`src/rtl/acc_requant_out_pkg.sv`:
```
// rtl/acc_requant_out_pkg.sv - shared constants and helpers for accumulator requantization
package acc_requant_out_pkg;

  localparam int SAT_CNT_W = 16;

  // Saturation bounds of a w-bit two's complement value
  function automatic longint sat_max(input int w);
    return (longint'(1) <<< (w - 1)) - 1;
  endfunction

  function automatic longint sat_min(input int w);
    return -(longint'(1) <<< (w - 1));
  endfunction

  // Half-LSB added before the arithmetic shift: round half toward +inf
  function automatic longint rnd_const(input int f);
    return (f > 0) ? (longint'(1) <<< (f - 1)) : longint'(0);
  endfunction

  // FIFO entry is {last, data[w-1:0]}
  function automatic int entry_w(input int w);
    return w + 1;
  endfunction

endpackage

```
`src/rtl/acc_requant_out_fifo2.sv`:
```
// rtl/acc_requant_out_fifo2.sv - two-entry register FIFO with valid/ready on both sides
module requant_fifo2
  import acc_requant_out_pkg::*;
#(
  parameter int W = 17
) (
  input  logic         clk,
  input  logic         rst,
  input  logic         flush,
  input  logic         s_tvalid,
  output logic         s_tready,
  input  logic [W-1:0] s_tdata,
  output logic         m_tvalid,
  input  logic         m_tready,
  output logic [W-1:0] m_tdata
);

  logic [W-1:0] mem [2];
  logic         wr_ptr;
  logic         rd_ptr;
  logic [1:0]   count;
  logic         push;
  logic         pop;

  assign m_tvalid = (count != 2'd0);
  // A full FIFO still takes a beat when the head leaves in the same cycle
  assign s_tready = (count != 2'd2) || m_tready;
  assign pop      = m_tvalid && m_tready;
  assign push     = s_tvalid && s_tready;
  assign m_tdata  = m_tvalid ? mem[rd_ptr] : '0;

  always_ff @(posedge clk or negedge rst) begin
    if (!rst) begin
      mem[0] <= '0;
      mem[1] <= '0;
      wr_ptr <= 1'b0;
      rd_ptr <= 1'b0;
      count  <= 2'd0;
    end else if (flush) begin
      wr_ptr <= 1'b0;
      rd_ptr <= 1'b0;
      count  <= 2'd0;
    end else begin
      if (push) begin
        mem[wr_ptr] <= s_tdata;
        wr_ptr      <= ~wr_ptr;
      end
      if (pop) rd_ptr <= ~rd_ptr;
      count <= count + 2'(push) - 2'(pop);
    end
  end

endmodule

```
`src/rtl/acc_requant_out.sv`:
```
// rtl/acc_requant_out.sv - round/shift/saturate/ReLU of 2n-bit sums onto an n-bit output stream
module acc_requant_out
  import acc_requant_out_pkg::*;
#(
  parameter int n       = 16,
  parameter int frac    = 8,
  parameter int NEURONS = 8,
  parameter bit RELU_EN = 1'b1
) (
  input  logic                 clk,
  input  logic                 rst,
  input  logic                 clear,
  input  logic                 acc_valid,
  output logic                 acc_ready,
  input  logic [2*n-1:0]       acc_data,
  output logic                 out_valid,
  input  logic                 out_ready,
  output logic [n-1:0]         out_data,
  output logic                 out_last,
  output logic [SAT_CNT_W-1:0] sat_count
);

  localparam int AW = 2 * n + 1;
  localparam int EW = entry_w(n);
  localparam int CW = (NEURONS > 1) ? $clog2(NEURONS) : 1;
  localparam logic signed [AW-1:0] RND  = AW'(rnd_const(frac));
  localparam logic signed [AW-1:0] SMAX = AW'(sat_max(n));
  localparam logic signed [AW-1:0] SMIN = AW'(sat_min(n));
  localparam logic [CW-1:0] LAST_IDX = CW'(NEURONS - 1);

  logic                 s1_valid;
  logic signed [AW-1:0] s1_r;
  logic signed [AW-1:0] acc_ext;
  logic signed [AW-1:0] r_next;
  logic                 s1_adv;
  logic                 fifo_ready;
  logic                 take;
  logic [n-1:0]         res;
  logic                 clamp;
  logic [CW-1:0]        cnt;
  logic [EW-1:0]        fifo_out;

  // One extra bit of headroom keeps the rounding add from overflowing
  assign acc_ext = AW'(signed'(acc_data));
  assign r_next  = (acc_ext + RND) >>> frac;

  assign s1_adv    = s1_valid && fifo_ready;
  assign acc_ready = !clear && (!s1_valid || s1_adv);
  assign take      = acc_valid && acc_ready;

  always_comb begin
    clamp = 1'b0;
    res   = s1_r[n-1:0];
    if (s1_r > SMAX) begin
      res   = SMAX[n-1:0];
      clamp = 1'b1;
    end else if (s1_r < SMIN) begin
      res   = SMIN[n-1:0];
      clamp = 1'b1;
    end
    // ReLU applies after saturation and is not a saturation event
    if (RELU_EN && res[n-1]) res = '0;
  end

  always_ff @(posedge clk or negedge rst) begin
    if (!rst) begin
      s1_valid <= 1'b0;
      s1_r     <= '0;
    end else if (clear) begin
      s1_valid <= 1'b0;
    end else if (take) begin
      s1_valid <= 1'b1;
      s1_r     <= r_next;
    end else if (s1_adv) begin
      s1_valid <= 1'b0;
    end
  end

  always_ff @(posedge clk or negedge rst) begin
    if (!rst) begin
      cnt       <= '0;
      sat_count <= '0;
    end else if (clear) begin
      cnt       <= '0;
      sat_count <= '0;
    end else if (s1_adv) begin
      cnt <= (cnt == LAST_IDX) ? '0 : cnt + 1'b1;
      if (clamp && (sat_count != '1)) sat_count <= sat_count + 1'b1;
    end
  end

  requant_fifo2 #(.W(EW)) u_fifo (
    .clk      (clk),
    .rst      (rst),
    .flush    (clear),
    .s_tvalid (s1_valid),
    .s_tready (fifo_ready),
    .s_tdata  ({cnt == LAST_IDX, res}),
    .m_tvalid (out_valid),
    .m_tready (out_ready),
    .m_tdata  (fifo_out)
  );

  assign out_last = fifo_out[n];
  assign out_data = fifo_out[n-1:0];

endmodule
```
`config.mk`:
```
export PLATFORM = sky130hd
export DESIGN_NAME = acc_requant_out
export DESIGN_NICKNAME = d
export VERILOG_FILES = /design/src/rtl/acc_requant_out_pkg.sv /design/src/rtl/acc_requant_out_fifo2.sv /design/src/rtl/acc_requant_out.sv
export SDC_FILE = /design/constraint.sdc
export NUM_CORES = 1
export LEC_CHECK = 0
export ABC_AREA = 1
export ABC_CLOCK_PERIOD_IN_PS = 1500
export CAP_MARGIN = 5
export CORE_MARGIN = 3
export CORE_UTILIZATION = 49
export DETAILED_ROUTE_END_ITERATION = 7
export PLACE_DENSITY = 0.82
export SYNTH_ARGS = -nofsm -noshare
export SYNTH_HDL_FRONTEND = slang
export SYNTH_SLANG_ARGS = --single-unit
```
`constraint.sdc`:
```
create_clock -name clk -period 1.5 [get_ports clk]
set_clock_uncertainty 0.1 [all_clocks]
set_input_delay 0.3 -clock clk [delete_from_list [all_inputs] [get_ports clk]]
set_output_delay 0.3 -clock clk [all_outputs]
set_load 0.02 [all_outputs]
```
Word level (Yosys, flattened, before mapping)
Cells that the tools add are included.
{ "word_totals": {"output_inout_bits": 35, "register_bits": 83} }
{ "classes": {"n_eq_ne": 3, "n_bitwise": 5, "n_mux": 26, "n_reduce_logical": 18, "n_lt_le_gt_ge": 5, "n_addsub": 5} }
{ "ops": {"columns": ["op", "count"], "rows": [
  ["two-way mux 17 bit", 5],
  ["two-way mux 16 bit", 5],
  ["bitwise mux 34 bit", 1],
  ["adder 32 x 9 -> 33 bit, second input constant", 1],
  ["greater-than comparator 25 x 16 -> 1 bit, second input constant", 1],
  ["< comparator 25 x 16 -> 1 bit, second input constant", 1],
  ["demux 17 bit (select 1 bit)", 1],
  ["adder 16 x 1 -> 16 bit, second input constant", 1],
  ["!= test 16 bit, second input constant", 1],
  ["two-way mux 15 bit", 1],
  ["two-way mux 1 bit", 9],
  ["two-way mux 3 bit", 3],
  ["nonzero test 2 bit", 4],
  ["logical AND 1 bit", 6],
  ["AND reduction 2 bit", 3],
  ["greater-or-equal comparator 2 bit, second input constant", 2],
  ["inverter 1 -> 2 bit", 2],
  ["adder 3 x 1 -> 3 bit, second input constant", 1],
  ["== test 3 bit, second input constant", 1],
  ["inverter 1 bit", 3],
  ["nonzero test 3 bit", 1],
  ["adder 2 x 1 -> 2 bit", 1],
  ["logical NOT 1 bit", 2],
  ["logical OR 1 bit", 2],
  ["4 further kinds", 4]
]} }

Longest topological paths before layout
{ "depth": {"depth_word": 8, "depth_mapped": 10} }

Cells and area by module
From an unflattened synthesis, not the netlist that was laid out.
{ "hier_totals": {"hier_cells": 699, "area_unflattened_um2": 5144.9} }
{ "modules_own_cells": {"columns": ["module", "cells_each", "n_inst", "area_per_inst_um2"], "rows": [
  ["acc_requant_out", 459, 1, 3230.6],
  ["requant_fifo2", 240, 1, 1914.3]
]} }

Worst setup path before layout
No wires, ideal clock.
{ "synth_timing": {"path_type": "flip-flop to output port", "start": "register u_fifo.count[1]", "end": "output out_data[10]", "path_stages_with_launch": 6, "required_time_ps": 1100, "setup_slack_ps": -323, "arrival_ps": 1423, "path_buffers": 1, "path_cell_list": "dfrtp_1 -> nor2_1 -> inv_1 -> clkbuf_1 -> o21ai_0 -> a21oi_1"} }
{ "synth_between": {"elab_chain_cells": 2} }
{ "synth_lines": {"columns": ["item", "line_no", "text"], "rows": [
  ["start, declared", "acc_requant_out_fifo2.sv:21", "logic [1:0] count;"],
  ["start signal, assigned", "acc_requant_out_fifo2.sv:49", "count <= count + 2'(push) - 2'(pop);"],
  ["nonzero test 2 bit", "acc_requant_out_fifo2.sv:25", "assign m_tvalid = (count != 2'd0);"],
  ["net out_valid", "acc_requant_out.sv:16", "output logic out_valid,"],
  ["two-way mux 17 bit", "acc_requant_out_fifo2.sv:30", "assign m_tdata = m_tvalid ? mem[rd_ptr] : '0;"],
  ["end, declared", "acc_requant_out.sv:18", "output logic [n-1:0] out_data,"]
]} }
The timed path passes the listed nets, and every way through them passes these cells.

Final worst setup path
{ "layout_timing": {"start": "register u_fifo.rd_ptr", "end": "output out_data[9]"} }
{ "layout_between": {"elab_chain_cells": 5} }
{ "layout_lines": {"columns": ["item", "line_no", "text"], "rows": [
  ["start, declared", "acc_requant_out_fifo2.sv:20", "logic rd_ptr;"],
  ["start signal, assigned", "acc_requant_out_fifo2.sv:48", "if (pop) rd_ptr <= ~rd_ptr;"],
  ["inverter 1 -> 2 bit (implied by the code)", "acc_requant_out_fifo2.sv:30", null],
  ["two-way mux 17 bit (implied by the code) (3 in a row)", "acc_requant_out_fifo2.sv:30", null],
  ["two-way mux 17 bit", "acc_requant_out_fifo2.sv:30", null]
]} }
Every way passes these cells. The select of a mux whose other input is x is not followed.

==> metrics <==
status finished, violations left; failing checks negative setup slack; Comb pwr share 48.4%; max-slew violations 0; htree depth 3; die height 104.5 µm; antenna cells 0; Clk Tree Root Cell clkbuf_8; placeable core region about 0.0093 mm²; CP Launch Type register; leading post-synthesis cells by cell area dfrtp_1 43%, nand2_1 19%, o21ai_0 5.7%; syn_nets 707; GP Congestion 0.9625; ratio of cells with drive above 1 in the final layout 37.31%; ys flop type dfrtp_1; crit share post-route 128.9%; sequential-to-total area share from yosys stat 42.63%; first-pass GRT wire length roughly 27 mm; crit path capture type output port; most frequent cells after synthesis 237 x nand2_1, 81 x dfrtp_1, 67 x nor2_1; Final min period 1.934 ns; number of I/O port buffers 63; MaxCap Viol Count 0; Flop pwr share 33.8%; worst setup path startpoint u_fifo.rd_ptr$_DFFE_PN0P_; drc violations 0; final setup fails 94; top-count cell post-synth nand2_1; pin count of the biggest net entering global routing 29; Worst Hold Class input pin to register; final worst slack -0.4338 ns; WS Path Type register to output port; TritonCTS clock tree built; Detailed Route Iter0 Violations 711; Synth Area per Inst 7.160 µm²; Post-Syn Area around 0.0048 mm²; initial antenna violation count 0; total wire length 20.05 mm; Reg-to-Reg Start u_fifo.count[0]$_DFF_PN0_; area share of the largest cell type after synthesis a little over two fifths; site row count 35; Setup crit end out_data[9]; starting density of the core 50.97%; reg2reg end s1_r[12]$_DFFE_PN0P_; Clock Sinks 81; switching share of power 40.97%; final core occ roughly four fifths; remaining global-route overflow 0; Worst EP arrival 1.53 ns; Synth-to-Final Area Change 59.45%; HPWL after DPL 9.683 mm; number of synthesized flops with an enable pin 0; P_leak 3.683 nW; Synth area leader dfrtp_1; clock power share 17.8%; PD cells 1276 mW/mm²; Final ANT Viol Nets 0; NetSw roughly 4.0 mW; vias in the first global route 5,552; VDD IR max 830.8 µV; Synth Instances 664; Vias/cell 5.959; TritonCTS buffer count 9; Tot Pwr between 9 and 10 mW; Worst Reg-to-Reg Cells 11; Ys Warns 0; Avg WL per Cell just over 20 µm; Total GRT Usage 30.68%; Int Power ~5.7 mW; Crit Path Max Fanout 8; FF-to-FF setup slack -0.37 ns; FFs w/ async S/R, synth 100.0%; full die area 0.01092 mm²; RSZ-0062 raised after global routing yes; fin nets 902; Peak Freq 0.5171 GHz; final hold violation count 0; clk buf depth 2; synth unique cells 35; # IOs 72; worst path required time roughly 1.1 ns; First-pass DRT Iterations 8; total number of vias 5,911; post-synthesis register bit count 81; chip width 104.5 µm; clk slew on worst S/H paths 0.10 ns; Skew-Pair Late Insertion Delay 0.38 ns
-- flip-flops by register name (all words and copies together) (netlist names) --
name	count
cnt	3
s1_r	25
s1_valid	1
u_fifo.wr_ptr	1
u_fifo.mem	32
u_fifo.rd_ptr	1
sat_count	16
u_fifo.count	2
-- placed cells by master (no fill, tap or decap), types with 9 or more instances in the layout --
master / instances
buf_4: 113
buf_12: 11
xor2_1: 12
inv_1: 48
nand3_2: 19
o21ai_1: 23
a21oi_2: 14
buf_6: 19
nand2_1: 227
clkdlybuf4s50_1: 18
nand2_2: 13
nor2_2: 15
o21ai_2: 20
clkbuf_8: 10
nor2_1: 49
buf_2: 9
dfrtp_1: 73
nand3_1: 34
-- stage by stage --
stage	std cells	setup WS (ns)	setup TNS, ns	hold WS (ns)	instance area (µm²)
global placement	934	-0.6243	-32.05	0.1543	6317
CTS	974	-0.3128	-13.66	0.3066	7177
floorplan	664	-0.03627	-0.3564	-0.09559	4830
finish	992	-0.4338	-22.60	0.2219	7581
global route	992	-0.4981	-27.55	0.2509	7581
detailed placement	934	-0.6461	-35.08	0.1581	6317
-- logic make-up (layout without fill, tap and decap cells) --
group / count (synthesis) / in the layout / share of synthesized area [%]
AO/OA/AOI/OAI: 77 / 77 / 8.579
XOR/XNOR: 20 / 20 / 3.684
adder cells (fa/ha/maj): 6 / 6 / 1.579
buffers and inverters: 80 / 278 / 7.237
flip-flops: 81 / 81 / 42.63
other: 1 / 1 / 0.07887
AND/OR/NAND/NOR: 399 / 400 / 36.21
-- power by group through the flow --
stage | combinational, mW | clock, mW | sequential (mW)
4_1_cts | 3.65 | 1.64 | 3.12
2_1_floorplan | 1.76 | 0 | 3.06
5_1_grt | 4.98 | 1.80 | 3.29
3_5_place_dp | 3.26 | 0 | 3.11
6_report | 4.69 | 1.72 | 3.27
3_3_place_gp | 3.13 | 0 | 3.07
-- how the worst min path moves through the flow --
stage,from,to,depth (start not counted)
floorplan,rst,cnt[0]$_DFFE_PN0P_,0
global placement,rst,sat_count[4]$_DFFE_PN0P_,1
detailed placement,rst,sat_count[4]$_DFFE_PN0P_,1
CTS,rst,sat_count[14]$_DFFE_PN0P_,2
global route,acc_data[14],s1_r[6]$_DFFE_PN0P_,3
finish,acc_data[14],s1_r[6]$_DFFE_PN0P_,3
-- critical path, cell delays in order, from the launching register on --
cell,delay (ns)
dfrtp_2,0.51
buf_12,0.18
buf_6,0.12
o21ai_2,0.15
a21oi_2,0.04
buf_4,0.15
-- cell type report --
class	instances	area [µm²]
flip-flops and latches	81	2037
clock inverters	5	63.81
repair buffers	204	2081
multi-input cells	504	2860
fillers	493	1747
inverters	59	240.2
well taps	129	161.4
clock buffers	10	137.6
-- metal layers --
metal  vias up  routed length [µm]  GRT usage (%)
met5         -                   0              0
met2       489                9618          52.72
li1       2516                   -              -
met4         0                1346          13.11
met1      2751                7127          38.67
met3       155                1958          4.097
-- what timing repair did --
action                                  in CTS  in global routing
endpoints found under the setup margin     105                110
pin swaps                                   28                 13
hold buffers                                 1                  0
buffers inserted                            15                 14
resized for setup                          254                 93
cloned                                       9                  4
endpoints found under the hold margin       26                  0
Power figures use the tool's default switching activity.
